===== config.mk =====
export PLATFORM = sky130hd
export DESIGN_NAME = fetch_queue_flat
export DESIGN_NICKNAME = d
export VERILOG_FILES = /design/src/rtl/fetch_queue_if.sv /design/src/rtl/fetch_queue.sv /design/src/flat_wrapper.sv
export SDC_FILE = /design/constraint.sdc
export NUM_CORES = 1
export LEC_CHECK = 0
export ABC_CLOCK_PERIOD_IN_PS = 9940
export CAP_MARGIN = 20
export CORE_MARGIN = 4
export CORE_UTILIZATION = 37
export DETAILED_ROUTE_END_ITERATION = 10
export SYNTH_ARGS = -nofsm -noshare
export SYNTH_HDL_FRONTEND = slang
export SYNTH_SLANG_ARGS = --single-unit

===== constraint.sdc =====
create_clock -name clk -period 9.94 [get_ports clk]
set_input_delay 1.988 -clock clk [delete_from_list [all_inputs] [get_ports clk]]
set_output_delay 1.988 -clock clk [all_outputs]
set_load 0.005 [all_outputs]

===== src/rtl/fetch_queue_if.sv =====
// Fetch queue shared types and the fetch/decode handshake bundle.
package fetch_queue_pkg;

    // One completed instruction fetch as handed from fetch to decode.
    typedef struct packed {
        logic [63:0] pc;
        logic [31:0] raw_instr;
        logic [7:0]  ex;
    } fetch_data_t;

endpackage

// Handshake bundle between fetch (master side) and the fetch queue (slave side).
// Decode-side signals live here too so the queue has a single bus port.
interface fetch_queue_if #(
    parameter int DEPTH = 2
) ();
    import fetch_queue_pkg::*;

    logic                     flush;
    logic                     fetch_pending;
    logic                     in_valid;
    fetch_data_t              in_data;
    logic                     in_ready;
    logic                     out_valid;
    fetch_data_t              out_data;
    logic                     out_ready;
    logic [$clog2(DEPTH):0]   count;

    modport master (
        output flush, fetch_pending, in_valid, in_data, out_ready,
        input  in_ready, out_valid, out_data, count
    );

    modport slave (
        input  flush, fetch_pending, in_valid, in_data, out_ready,
        output in_ready, out_valid, out_data, count
    );

endinterface


===== src/rtl/fetch_queue.sv =====
// Instruction fetch queue: circular FIFO between fetch and decode, with a
// small state machine that discards the one stale ibus response still in
// flight after a redirect.
module fetch_queue
    import fetch_queue_pkg::*;
#(
    parameter int DEPTH = 2
) (
    input  logic          clk,
    input  logic          reset,
    fetch_queue_if.slave  bus
);

    localparam int PW = $clog2(DEPTH);
    localparam int CW = PW + 1;
    localparam logic [CW-1:0] FULL = CW'(DEPTH);

    typedef enum logic {
        NORMAL = 1'b0,
        DROP   = 1'b1
    } drop_state_t;

    fetch_data_t        mem [DEPTH];
    logic [PW-1:0]      wr_ptr;
    logic [PW-1:0]      rd_ptr;
    logic [CW-1:0]      count;
    drop_state_t        state;
    drop_state_t        state_next;

    logic               in_ready;
    logic               out_valid;
    logic               drop;
    logic               push;
    logic               pop;

    // Handshake flags come from registered state only, so a pop cannot free
    // a slot for a push in the same cycle.
    assign in_ready  = (count != FULL);
    assign out_valid = (count != '0);

    // The first response after a redirect with a pending request is stale.
    assign drop = (state == DROP) & bus.in_valid;
    assign push = bus.in_valid & in_ready & ~bus.flush & ~drop;
    assign pop  = out_valid & bus.out_ready & ~bus.flush;

    assign bus.in_ready  = in_ready;
    assign bus.out_valid = out_valid;
    assign bus.out_data  = out_valid ? mem[rd_ptr] : '0;
    assign bus.count     = count;

    // Entry storage; contents are don't-care until counted as occupied.
    always_ff @(posedge clk) begin
        if (push) begin
            mem[wr_ptr] <= bus.in_data;
        end
    end

    // Pointers and occupancy; flush empties the queue, reset wins over all.
    always_ff @(posedge clk) begin
        if (reset) begin
            wr_ptr <= '0;
            rd_ptr <= '0;
            count  <= '0;
        end else if (bus.flush) begin
            wr_ptr <= '0;
            rd_ptr <= '0;
            count  <= '0;
        end else begin
            if (push) wr_ptr <= wr_ptr + 1'b1;
            if (pop)  rd_ptr <= rd_ptr + 1'b1;
            case ({push, pop})
                2'b10:   count <= count + 1'b1;
                2'b01:   count <= count - 1'b1;
                default: count <= count;
            endcase
        end
    end

    // Drop state register.
    always_ff @(posedge clk) begin
        if (reset) begin
            state <= NORMAL;
        end else begin
            state <= state_next;
        end
    end

    // Drop next-state: arm on a redirect that leaves a request outstanding,
    // disarm once the stale response has been swallowed.
    always_comb begin
        state_next = state;
        case (state)
            NORMAL: begin
                if (bus.flush && bus.fetch_pending) begin
                    state_next = DROP;
                end
            end
            DROP: begin
                if (bus.in_valid) begin
                    if (bus.flush && bus.fetch_pending) state_next = DROP;
                    else                                state_next = NORMAL;
                end
            end
            default: state_next = NORMAL;
        endcase
    end

endmodule


===== src/flat_wrapper.sv =====
// flat-port wrapper written by rule: the top's interface ports become plain ports
module fetch_queue_flat import fetch_queue_pkg::*;
#(
    parameter int DEPTH = 2
)
  (clk, reset, bus_flush, bus_fetch_pending, bus_in_valid, bus_in_data, bus_out_ready, bus_in_ready, bus_out_valid, bus_out_data, bus_count);
  fetch_queue_if #(.DEPTH(DEPTH)) bus_i ();
  input  logic clk;
  input  logic reset;
  input wire logic [$bits(bus_i.flush)-1:0] bus_flush;
  input wire logic [$bits(bus_i.fetch_pending)-1:0] bus_fetch_pending;
  input wire logic [$bits(bus_i.in_valid)-1:0] bus_in_valid;
  input wire logic [$bits(bus_i.in_data)-1:0] bus_in_data;
  input wire logic [$bits(bus_i.out_ready)-1:0] bus_out_ready;
  output wire logic [$bits(bus_i.in_ready)-1:0] bus_in_ready;
  output wire logic [$bits(bus_i.out_valid)-1:0] bus_out_valid;
  output wire logic [$bits(bus_i.out_data)-1:0] bus_out_data;
  output wire logic [$bits(bus_i.count)-1:0] bus_count;
  assign bus_i.flush = bus_flush;
  assign bus_i.fetch_pending = bus_fetch_pending;
  assign bus_i.in_valid = bus_in_valid;
  assign bus_i.in_data = bus_in_data;
  assign bus_i.out_ready = bus_out_ready;
  assign bus_in_ready = bus_i.in_ready;
  assign bus_out_valid = bus_i.out_valid;
  assign bus_out_data = bus_i.out_data;
  assign bus_count = bus_i.count;
  fetch_queue #(.DEPTH(DEPTH)) u_core (.clk(clk), .reset(reset), .bus(bus_i));
endmodule

# After elaboration in Yosys (flattened, before gate mapping)
# Memory sizes are Yosys's and may differ from the RTL's. A register that Yosys moved wholly into a read port is not among the register bits.
# Cells that the tools add are included.
classes:
  addsub: 4
  mul: 0
  div_mod_pow: 0
  magnitude_cmp: 0
  n_eq_ne: 3
  shift: 0
  n_mux: 9
  bitwise_logic: 9
  n_reduce_logical: 4
ops:
  columns: ["operator", "count"]
  rows:
  - ["2-to-1 mux 104 bit", 1]
  - ["AND 1 bit", 6]
  - ["2-to-1 mux 1 bit", 6]
  - ["one-hot mux 2 bit (2 select lines)", 1]
  - ["nonzero test 2 bit", 2]
  - ["inverter 1 bit", 3]
  - ["adder 1 bit (second input constant)", 2]
  - ["adder 2 x 1 -> 2 bit (second input constant)", 1]
  - ["equality test 2 x 1 -> 1 bit (second input constant)", 1]
  - ["equality test 2 bit (second input constant)", 1]
  - ["!= test 2 bit (second input constant)", 1]
  - ["one-hot mux 1 bit (2 select lines)", 1]
  - ["OR reduction 2 bit", 1]
  - ["subtractor 2 x 1 -> 2 bit (second input constant)", 1]
  - ["logical AND 1 bit", 1]
word_totals:
  register_bits: 5
  latchBits: 0
  ramBits: 208
  rom_bits: 0
  input_bits: 110
  out_inout_bits: 108
  word_cells: 34
  n_memories: 1
memory_table:
  columns: ["memory", "depth", "word_bits", "rd", "rd_ports_with_merged_regs", "write_ports", "line_no", "text"]
  rows:
  - ["u_core.mem", 2, 104, 1, 1, 1, "fetch_queue.sv:23", "fetch_data_t mem [DEPTH];"]

# Logic depth before layout (Yosys ltp)
# Gate-level depths: netlist (run 1).
logic_depth:
  ltp_word: 6
  depth_mapped: 6

# Worst setup path after synthesis (run 1)
# No wires, ideal clock.
synth_path:
  kind: "input port to flip-flop"
  startpoint: "input port bus_flush"
  endpoint: "memory u_core.mem[0][0] (netlist bit) (enable)"
  arrival_time_ps: 6741
  required_ps: 9372
  slack_ps: 2632
  cell_stages: 2
  path_buffers: 0
  path_cell_list: "or3_1 -> nor2_1"
synth_between:
  elab_chain_cells: 5
synth_rtl:
  columns: ["item", "line_no", "text"]
  rows:
  - ["start, declared", "flat_wrapper.sv:10", "input wire logic [$bits(bus_i.flush)-1:0] bus_flush;"]
  - ["inverter 1 bit", "fetch_queue.sv:43", "assign push = bus.in_valid & in_ready & ~bus.flush & ~drop;"]
  - ["AND 1 bit (2 in a row)", "fetch_queue.sv:43", null]
  - ["2-to-1 mux 1 bit", "fetch_queue.sv:53", "if (push) begin"]
  - ["2-to-1 mux 1 bit (implied by the code)", "fetch_queue.sv:54", "mem[wr_ptr] <= bus.in_data;"]
  - ["end, declared", "fetch_queue.sv:23", null]
# No other way between the ends.

==> run metrics, run 1 <==
worst rel slew slack 29.3%; number of hold buffers added after CTS 0; first-pass GRT wire length 26.2 mm; Max Freq 192 MHz; Synth cell types 19; Synth Area in Simple Gates 5.75%; Area contributors post-synth edfxtp_1 77%, mux2i_1 13%, nor2_1 5.2%, dfxtp_1 1.5%, buf_2 0.74%; LEAKAGE 0.00353 uW; cell taking the most area after synthesis edfxtp_1; largest net degree at the start of global routing 106; Core ar. 21200 sq um; stages on the worst setup path 4; Psw 367 uW; Switching Fraction 19.2%; via count 4539; nets 809; pre-CTS setup slack 5.11 ns; Reg2Reg Setup Slack 6.97 ns; GRT Overall Usage 13.6%; crit path to bus_out_data[0]; Internal Power 1540 uW; sequential share of power 53.9%; initial antenna violation count 2; drt pass-1 iters 4; CP bufs+invs 2; synthesized cell area 8080 sq um; Clock Power Share 39.6%; post-synthesis xor/xnor area fraction 0.325%; Setup Skew 0.00469 ns; Final Cycle Share 52.4%; Iter 0 DRT Violations 217; Yosys top cell area share 77.3%; CTS max path bufs 3; Peak supply drop 0.113 mV; end of the worst register-to-register path u_core.mem[1][55]$_DFFE_PP_; Hold Crit Start u_core.state$_SDFF_PP0_; Final Hold Viols 0; Worst R2R Path Depth 5; synthesized net count 584; Tmin final 5.21 ns; post-layout worst setup margin 4.73 ns; Placed Cells incl. Taps 948; status completed; Compound-Gate Fraction of Synth Area 0.372%; largest family of logic cells by synthesized area multiplexers; ANT cells 0; synthesized area per cell 17.1 sq um; Yosys reg bits 214; RSZ-0062 raised after global routing no; Sink Count 214; final setup TNS 0 ns; Rows 53; Synth Warn # 0; Worst-Skew Late Latency 0.48 ns; area grow syn2layout 39.1%; Post-Route WL 17.4 mm; Detailed Place HPWL 11.4 mm; CP max FO 59; kind of cell adding the most delay to the critical path buffers and inverters; drc violations 0; Post-CTS Setup Bufs 0; H-tree Lvls 1; Worst-Margin Slew 1.06 ns; mux cell area share after synthesis 12.9%; post_cts resized 0; CTS tree yes; Root Buffer Master clkbuf_16; post-DR wirelength/cell 17.6 microns; Worst EP arrival 3.22 ns; Hold WS 0.477 ns; fraction of layout cells with a size suffix above 1 5.75%; initial core utilization 38.1%; die span in x 156 microns; number of port buffers 217; GP Congestion 0.712; slowest CP cell dfxtp_4; adder-cell share of the synthesized area 0.155%; Die Y 156 microns; crit path capture type output pin; Num CTS Buffers 22; P per Cell Area 170 nW/um^2; Finish-stage setup viols 0; die area 24300 sq um; Finished Layout Cells 988; CP peak stage delay 1.03 ns; Worst Path Required 7.95 ns; r2r startpoint u_core.bus.count[0]$_SDFFE_PP0P_; Slew Viols, Final 0; CTS clk-pin slew, worst paths 0.06 ns; vias in the first global route 4921; Via density 4.59; HP Class flop to flop; Setup CP Type flop to output pin; Max-cap violations 0; logic gate share of total power 6.5%; post-route ant nets 0; GRT overflow 0; Mapped Cells 473; Boundary Pins 218; Critical Path Source Type flop; critical path, cell by cell buf_4 -> mux2i_1 -> nor2_1 -> clkdlybuf4s50_1; sequential fraction of the synthesis area 78.8%
through the flow:
| step | area, sq um | power (uW) | util [%] |
|---|---|---|---|
| 6_report | 11200 | 1900 | 52.9 |
| 2_1_floorplan | 8080 | 1090 | - |
| 5_1_grt | 11200 | 1980 | 52.9 |
| 3_3_place_gp | 10500 | 1170 | 49.7 |
| 3_5_place_dp | 10500 | 1170 | 49.7 |
| 4_1_cts | 11200 | 1930 | 52.8 |
power groups by stage:
stage / Sequential, uW / Clock (uW) / Combinational, uW
after global placement: 1040 / 0 / 122
after floorplan: 1050 / 0 / 38.9
after CTS: 1030 / 777 / 126
after global routing: 1030 / 817 / 135
final: 1030 / 753 / 125
after detailed placement: 1050 / 0 / 125
worst min path at each step:
stage,end,slack (ns),depth (start not counted)
floorplan,u_core.state$_SDFF_PP0_,0.44,2
global placement,u_core.state$_SDFF_PP0_,0.45,2
detailed placement,u_core.state$_SDFF_PP0_,0.47,2
CTS,u_core.state$_SDFF_PP0_,0.48,2
global route,u_core.state$_SDFF_PP0_,0.51,2
finish,u_core.state$_SDFF_PP0_,0.48,2
worst min-delay path, stage by stage, from the launching register on:
cell	delay (ns)
dfxtp_1	0.30
nand2b_1	0.06
a21oi_1	0.06
synth_stat cells, drive strengths merged:
cell,number
a21oi,3
buf,18
clkbuf,5
dfxtp,6
edfxtp,208
ha,1
inv,3
mux2i,104
nand2,1
nand2b,2
nor2,111
nor2b,1
o21ai,3
or2,1
or3,3
xnor2,1
xor2,2
area by class of cell:
type / instances / area [sq um]
Multi-Input combinational cell: 233 / 1600
Inverter: 3 / 11.3
Timing Repair Buffer: 224 / 2240
Clock buffer: 29 / 598
Clock inverter: 10 / 68.8
Fill cell: 1756 / 9990
Sequential cell: 214 / 6370
Tap cell: 275 / 344
flip-flops by register name, summed over array words and instances, names as in the netlist, named ones only:
signal	flops
u_core.bus.count	2
u_core.wr_ptr	1
u_core.rd_ptr	1
u_core.mem	208
u_core.state	1
logic make-up after synthesis:
group,after synthesis
DFF,214
muxes,104
AOI/OAI and AO/OA,6
adders and majority gates,1
xor gates and xnor gates,3
buffers and inverters,26
and+or+nand+nor,119
per-layer routing:
metal  up-vias  share of wire, %  global-route usage, %
li1       2191                 -                      -
met1      2161                42                   17.6
met2       159                48                   22.7
met3        24               8.3                   4.08
met4         4               1.4                   3.04
met5         -              0.16                      0
layout by cell type, fill, tap and decap left out, types with 4 or more instances in the layout:
cell	synthesis	final
clkinv_2	0	4
dfxtp_1	6	5
buf_4	6	6
nor2_1	111	108
clkbuf_1	5	6
clkinv_1	0	5
mux2i_1	104	104
edfxtp_1	208	208
clkdlybuf4s50_1	0	217
clkbuf_16	0	23
(Power assumes the default switching activity.)
==> inputs of run 2 (changes only) <==
--- a/config.mk
+++ b/config.mk
@@ -5,11 +5,12 @@
 export SDC_FILE = /design/constraint.sdc
 export NUM_CORES = 1
 export LEC_CHECK = 0
-export ABC_CLOCK_PERIOD_IN_PS = 9940
+export ABC_CLOCK_PERIOD_IN_PS = 4750
 export CAP_MARGIN = 20
 export CORE_MARGIN = 4
 export CORE_UTILIZATION = 37
 export DETAILED_ROUTE_END_ITERATION = 10
+export PLACE_DENSITY = 0.66
 export SYNTH_ARGS = -nofsm -noshare
 export SYNTH_HDL_FRONTEND = slang
 export SYNTH_SLANG_ARGS = --single-unit
==> constraint.sdc (replaced) <==
create_clock -name clk -period 4.75 [get_ports clk]
set_input_delay 0.95 -clock clk [delete_from_list [all_inputs] [get_ports clk]]
set_output_delay 0.95 -clock clk [all_outputs]
set_load 0.005 [all_outputs]
==> run 2 against run 1 <==
Core utilization grew 0.19 points. Count of clock-buffer cells in the layout is 2 lower. Non-clock buffer count unchanged. Combinational power rose by 110%. Sequential power grew 110%. Sequential share of layout area shrank 0.21 points. First-iteration DRC count increased by 4.6%. Via count rose by 1.7%. Final cell count did not move. Routed wire length is 0.33% lower. Critical path type unchanged. Largest cell class unchanged. Highest routed layer is now met4.
==> run metrics, run 2 (synthesis results as in run 1) <==
Peak supply drop 0.184 mV (+63%); CTS max path bufs 3 (unchanged); Final Cycle Share 77.6%; Finished Layout Cells 988 (unchanged); first-pass GRT wire length 26.3 mm (+0.61%); Worst EP arrival 2.74 ns (-0.48 ns); Placed Cells incl. Taps 949 (+0.11%); critical path, cell by cell nor2_4 -> buf_12 -> nor2_1 -> clkdlybuf4s50_1; post-DR wirelength/cell 17.5 microns (-0.33%); Tmin final 3.69 ns; logic gate share of total power 6.6% (about the same); Post-CTS Setup Bufs 0 (unchanged); Hold WS 0.469 ns (-0.00785 ns); most flop-heavy register u_core.mem; initial core utilization 38.1% (unchanged); Core ar. 21200 sq um (unchanged); Num CTS Buffers 22 (unchanged); Finish-stage setup viols 0 (unchanged); Setup CP Type flop to output pin; Critical Path Source Type flop; HP Class flop to flop; Clock Power Share 39.5% (about the same); Max-cap violations 0 (unchanged); GP Congestion 0.755 (+6.0%); P per Cell Area 354 nW/um^2 (+110%); register area 6370 sq um (unchanged); post_cts resized 0 (unchanged); largest net degree at the start of global routing 67 (-37%); Iter 0 DRT Violations 227 (+4.6%); Max Freq 271 MHz; LEAKAGE 0.00354 uW (+0.23%); RSZ-0062 raised after global routing no; CTS tree yes; initial antenna violation count 0 (-2); Root Buffer Master clkbuf_16; number of hold buffers added after CTS 0 (unchanged); sequential share of power 53.8% (about the same); Fill cells 1752 (-0.23%); Largest register FFs 208 (unchanged); nets 809 (unchanged); H-tree Lvls 1 (unchanged); Sink Count 214 (unchanged); area of the multi-input gates 1600 sq um (unchanged); Worst-Skew Late Latency 0.49 ns (about the same); Final Hold Viols 0 (unchanged); CTS clk-pin slew, worst paths 0.06 ns (about the same); GRT overflow 0 (unchanged); status completed; Worst Path Required 3.80 ns (-4.15 ns); CP peak stage delay 0.79 ns (-0.24 ns); worst rel slew slack 31.9% (+2.6 points); drc violations 0 (unchanged); Internal Power 3210 uW (+110%); die span in x 156 microns (unchanged); Switching Fraction 19.4% (+0.18 points); vias in the first global route 4955 (+0.69%); Rows 53 (unchanged); Power, Total 3990 uW (+110%); ANT cells 0 (unchanged); fraction of layout cells with a size suffix above 1 5.61% (-0.14 points); slowest CP cell nor2_4; post-route ant nets 0 (unchanged); Post-Route WL 17.3 mm (-0.33%); number of port buffers 217 (unchanged); CP bufs+invs 2 (unchanged); Die Y 156 microns (unchanged); die area 24300 sq um (unchanged); crit path capture type output pin; Worst-Margin Slew 1.02 ns (-0.0411 ns); largest registers u_core.mem x208, u_core.bus.count x2; most frequent cells in the layout 217 x clkdlybuf4s50_1, 208 x edfxtp_1, 108 x nor2_1, 104 x mux2i_1, 23 x clkbuf_16; Detailed Place HPWL 11.5 mm (+0.55%); area grow syn2layout 39.6%; via count 4615 (+1.7%); Slew Viols, Final 0 (unchanged); kind of cell adding the most delay to the critical path simple AND/OR/NAND/NOR gates; Boundary Pins 218 (unchanged); CP max FO 66 (+12%); Psw 775 uW (+110%); GRT Overall Usage 13.7% (+0.15 points); drt pass-1 iters 4 (unchanged); most common cell after layout, fill and taps aside clkdlybuf4s50_1; Via density 4.67 (+1.7%); Setup Skew 0.0142 ns (+0.00950 ns)
## run 2: cell types whose count changed in the layout (fill, tap and decap cells not counted), sizes merged
cell	before	now
clkinv	9	11
clkbuf	29	27
## run 2: final timing paths
path,from,cells after the start,slack (ns),to
max,u_core.bus.count[0]$_SDFFE_PP0P_,4,1.06,bus_out_data[45]
min,u_core.state$_SDFF_PP0_,2,0.47,u_core.state$_SDFF_PP0_
max reg2reg,u_core.bus.count[0]$_SDFFE_PP0P_,4,2.16,u_core.mem[1][27]$_DFFE_PP_
min reg2reg,u_core.state$_SDFF_PP0_,2,0.47,u_core.state$_SDFF_PP0_
## run 2: power by group through the flow
stage	clock, uW	combinational, uW	sequential [uW]
2_1_floorplan	0	81.4	2190
3_3_place_gp	0	262	2180
3_5_place_dp	0	268	2190
4_1_cts	1630	270	2150
5_1_grt	1710	287	2150
6_report	1580	265	2150
## run 2: layout make-up
type	count	share of cell area [%]
well taps	275	3.05
inverters	3	0.0999
multi-input cells	233	14.2
repair buffers	224	20.3
flip-flops and latches	214	56.5
clock inverters	12	0.666
clock buffers	27	5.24
## run 2: worst reg2reg max path, delay by kind of cell (launching register included)
kind / cells / cell delay, ns
DFF: 1 / 0.52
and+or+nand+nor: 3 / 1.35
buffers and inverters: 1 / 0.36
## run 2: metrics by stage
stage | area [sq um] | setup slack, ns | utilization (%) | setup TNS (ns)
5_1_grt | 11300 | 0.900 | 53.1 | 0
3_5_place_dp | 10600 | 1.32 | 50.0 | 0
3_3_place_gp | 10600 | 1.35 | 50.0 | 0
6_report | 11300 | 1.06 | 53.1 | 0
2_1_floorplan | 8080 | -1.52 | - | -316.25
4_1_cts | 11300 | 1.01 | 53.1 | 0
## run 2: per-layer routing
layer  wire [microns]  GRT usage [%]  share of wire [%]
met1             7340           17.9                 42
met2             8410           23.2                 49
met3             1400           3.88                8.1
met4              186           2.83                1.1
met5                0              0                  0
